$ cat src/rtl/rgb_led_pwm_ctrl.sv
// rgb_led_pwm_ctrl: shared-counter 8-bit PWM for the RGB LED lines with shadowed duty registers
module rgb_led_pwm_ctrl #(
    parameter int NumChannels = 12,
    parameter int ClkDiv      = 64,
    parameter int AddrWidth   = 4
) (
    input  logic                   clk_sys_i,
    input  logic                   rst_sys_i,
    input  logic                   en_i,
    input  logic                   wr_en_i,
    input  logic [AddrWidth-1:0]   wr_addr_i,
    input  logic [7:0]             wr_data_i,
    output logic [NumChannels-1:0] pwm_o,
    output logic                   period_o
);
    localparam logic [15:0]        PrescMax = 16'(ClkDiv - 1);
    localparam logic [AddrWidth:0] NumCh    = (AddrWidth + 1)'(NumChannels);
    logic [15:0]                        presc_q, presc_d;
    logic [7:0]                         cnt_q, cnt_d;
    logic [NumChannels-1:0][7:0]        shadow_q, shadow_d;
    logic [NumChannels-1:0][7:0]        active_q, active_d;
    logic [NumChannels-1:0]             pwm_q, pwm_d;
    logic                               period_q, period_d;
    logic                               tick, wrap;
    always_comb begin
        tick     = en_i && presc_q == PrescMax;
        wrap     = tick && cnt_q == 8'hFF;
        presc_d  = (!en_i || tick) ? 16'd0 : presc_q + 16'd1;
        cnt_d    = !en_i ? 8'd0 : tick ? cnt_q + 8'd1 : cnt_q;
        period_d = wrap;
        shadow_d = shadow_q;
        if (wr_en_i && {1'b0, wr_addr_i} < NumCh) shadow_d[wr_addr_i] = wr_data_i;
        // While disabled the active set tracks the shadows so re-enable starts with fresh duties
        for (int i = 0; i < NumChannels; i++) begin
            active_d[i] = (!en_i || wrap) ? shadow_q[i] : active_q[i];
            pwm_d[i]    = en_i && (cnt_q < active_q[i]);
        end
    end
    always_ff @(posedge clk_sys_i or posedge rst_sys_i) begin
        if (rst_sys_i) begin
            presc_q  <= '0;
            cnt_q    <= '0;
            shadow_q <= '0;
            active_q <= '0;
            pwm_q    <= '0;
            period_q <= 1'b0;
        end else begin
            presc_q  <= presc_d;
            cnt_q    <= cnt_d;
            shadow_q <= shadow_d;
            active_q <= active_d;
            pwm_q    <= pwm_d;
            period_q <= period_d;
        end
    end
    assign pwm_o    = pwm_q;
    assign period_o = period_q;
endmodule

$ cat config.mk
export PLATFORM = sky130hd
export DESIGN_NAME = rgb_led_pwm_ctrl
export DESIGN_NICKNAME = d
export VERILOG_FILES = /design/src/rtl/rgb_led_pwm_ctrl.sv
export SDC_FILE = /design/constraint.sdc
export NUM_CORES = 1
export LEC_CHECK = 0
export CAP_MARGIN = 10
export CORE_MARGIN = 3
export CORE_UTILIZATION = 60
export CTS_BUF_LIST = sky130_fd_sc_hd__clkbuf_2
export DETAILED_ROUTE_END_ITERATION = 10
export PLACE_DENSITY = 0.76
export SLEW_MARGIN = 20
export SYNTH_ARGS = -nofsm -noshare
export SYNTH_HDL_FRONTEND = slang
export SYNTH_SLANG_ARGS = --single-unit
$ cat constraint.sdc
create_clock -name clk_sys_i -period 10.66 [get_ports clk_sys_i]
set_clock_uncertainty 0.15 [all_clocks]
set_input_delay 2.132 -clock clk_sys_i [delete_from_list [all_inputs] [get_ports clk_sys_i]]
set_output_delay 2.132 -clock clk_sys_i [all_outputs]
set_load 0.05 [all_outputs]
==> impl_metrics.json <==
{
  "die_area_mm2": 0.01992,
  "io_pins": 29,
  "antenna_found_initial": 0,
  "synth-edff-count": 0,
  "cp_data_arrival_time_ns": 1.97,
  "synth_area_per_cell_um2": 12.77,
  "cp.required_ns": 8.38,
  "synth_ff_type": "dfrtp_1",
  "synthArstFlopShare_pct": 100.0,
  "whs_path_depth": 1,
  "worstSetupStartpointType": "flip-flop",
  "dpl.cell_count": 1085,
  "cp_slowest_stage_delay_ns": 0.81,
  "place_area_mm2": 0.01140,
  "antennaDiodeCount": 0,
  "yosys.cell_types.count": 43,
  "cts_sinks": 229,
  "initial_core_util_pct": 62.26,
  "area_delta_synth_final_pct": 8.006,
  "r2r-end": "active_q[53]",
  "grt_max_degree": 140,
  "synth_most_common_cell": "dfrtp_1",
  "first_iter_violations": 234,
  "row_count": 48,
  "crit_fanout": 1,
  "whs_endpoint": "active_q[90]",
  "slew_violations": 0,
  "fin_area_mm2": 0.01183,
  "die_x_um": 141.1,
  "drc": 0,
  "synthTopCellsByCount": "dfrtp_1 (229), mux2_2 (152), inv_1 (89), ha_1 (86), mux2_1 (40)",
  "crit_chain": "clkdlybuf4s50_1",
  "layout-drive-gt1-share_pct": 26.27,
  "cts_hold_buf": 0,
  "cts_root_buf": "clkbuf_2",
  "status": "finished, final reports clean",
  "grt_pass1_wl_um": 36500,
  "r2r_slack_ns": 6.85,
  "synth_top_area_cell": "dfrtp_1",
  "r2r_cells": 6,
  "seq_area_frac_synth_pct": 52.31,
  "numCtsBuffers": 57,
  "synthesis.area_mm2": 0.01096,
  "hpwl_um": 13670,
  "first_pass_iters": 4,
  "ant_nets": 0,
  "grt_overflow": 0,
  "cts.path.max_buffers": 3,
  "clock_latency_ns": 0.80,
  "slew_headroom_pct": 27.97,
  "worst_hold_path_type": "reg -> reg",
  "gp_congestion": 0.8212,
  "p_leak_nw": 5.908,
  "crit_path_top_delay_cell": "clkdlybuf4s50_1",
  "ys_warn_count": 0,
  "hp-start": "shadow_q[90]",
  "vias_per_cell": 5.738,
  "rsz0062_at_grt": "false",
  "syn_nets": 960,
  "synth-seq-cells": 229,
  "period_minus_slack_ns": 4.253,
  "synthTopCellsByArea": "dfrtp_1 (52%), mux2_2 (16%), ha_1 (9.8%)",
  "cts.repair.resized": 0,
  "htreeDepth": 2,
  "wl_per_cell_um": 19.24,
  "cts_tree": "yes",
  "critPathTopFamily": "buffers and inverters",
  "finalSetupTns_ns": 0,
  "core_mm2": 0.01760,
  "clk_pin_slew_ns": 0.10,
  "reg2reg_from": "cnt_q[3]",
  "hold_viol": 0,
  "num_vias": 6731,
  "grt_pass1_vias": 7198,
  "power_density_mw_per_mm2": 177.6,
  "die_h_um": 141.1,
  "worstSetupPathType": "reg -> out",
  "tightest_slew_ns": 1.080,
  "yosys.area.top_type_share_pct": 52.31,
  "crit_path_end_kind": "output pin",
  "finalCritPeriodShare_pct": 39.89,
  "cp_num_buf_inv": 1,
  "setup_viol": 0,
  "nets": 1021,
  "ir_worst_vdd_uv": 92.91,
  "final_cells": 1173,
  "max_freq_ghz": 0.2352,
  "globalRouteTotalUtil_pct": 23.35,
  "cp.depth": 1,
  "cts_setup_buffers": 0,
  "maxCapViolCount": 0,
  "port_buffers": 28,
  "routed_wl_um": 22560,
  "synthCells": 858
}
==> stage by stage <==
step / setup slack (ns) / total power [W] / util (%) / hold WS, ns
after global placement: 5.370 / 0.001560 / 64.78 / 0.3143
after global routing: 6.282 / 0.002247 / 67.24 / 0.3522
after CTS: 6.115 / 0.002132 / 67.25 / 0.3445
after floorplan: 2.102 / 0.001484 / - / 0.3081
final: 6.407 / 0.002102 / 67.24 / 0.3351
after detailed placement: 5.257 / 0.001598 / 64.78 / 0.3250
==> registers in the layout, summed over array words and instances, names as in the netlist <==
register / count
active_q: 96
shadow_q: 96
presc_q: 16
pwm_o: 12
cnt_q: 8
period_o: 1
==> how the worst max path moves through the flow <==
| stage | from | end | slack [ns] |
|---|---|---|---|
| finish | pwm_o[6] | pwm_o[6] | 6.41 |
| detailed placement | en_i | active_q[50] | 5.26 |
| global route | pwm_o[6] | pwm_o[6] | 6.28 |
| CTS | en_i | active_q[60] | 6.12 |
| global placement | en_i | active_q[44] | 5.37 |
| floorplan | rst_sys_i | active_q[0] | 2.10 |
==> final cells by class <==
type,count,area (µm²)
clock inverters,4,15.01
flip-flops and latches,229,5731
inverters,89,341.6
fillers,1324,5764
repair buffers,31,301.5
clock buffers,84,420.4
well taps,225,281.5
multi-input cells,511,4742
==> placed cells by master (no fill, tap or decap), types with 4 or more instances in the layout <==
cell type,count
mux2_2,152
and3_1,6
a211o_1,12
a21boi_0,5
nand4_1,7
o22ai_1,12
clkbuf_2,84
o21a_1,12
a221oi_1,12
a21o_1,12
nor4_1,5
nand2_1,23
xnor2_1,10
clkdlybuf4s50_1,27
mux2_1,40
nand2b_1,25
inv_1,88
nor3_1,5
xor2_1,4
nor2b_1,4
nand3_1,12
dfrtp_1,229
or3_1,15
ha_1,86
nor2_1,30
==> layer usage <==
layer | track usage, % | vias up | share of wire, %
li1 | - | 3155 | -
met1 | 30.26 | 3369 | 44
met2 | 38.65 | 145 | 49
met3 | 4.545 | 62 | 4.0
met4 | 9.740 | 0 | 3.0
met5 | 0 | - | 0
==> kinds of logic (layout without fill, tap and decap cells) <==
kind of cell,Yosys count,in the layout,synth area share [%]
multiplexers,193,193,19.83
AND/OR/NAND/NOR,143,143,7.195
AO/OA/AOI/OAI,75,75,5.322
adder cells (fa/ha/maj),86,86,9.822
XOR/XNOR,14,14,1.119
flip-flops,229,229,52.31
buffers and inverters,118,208,4.408
==> power by group <==
| part | internal (W) | switching (W) |
|---|---|---|
| logic | 0.000232 | 0.000192 |
| clock network | 0.000203 | 0.000322 |
| registers | 0.00106 | 0.0000947 |
No activity file was read; power rests on OpenSTA's default activity.
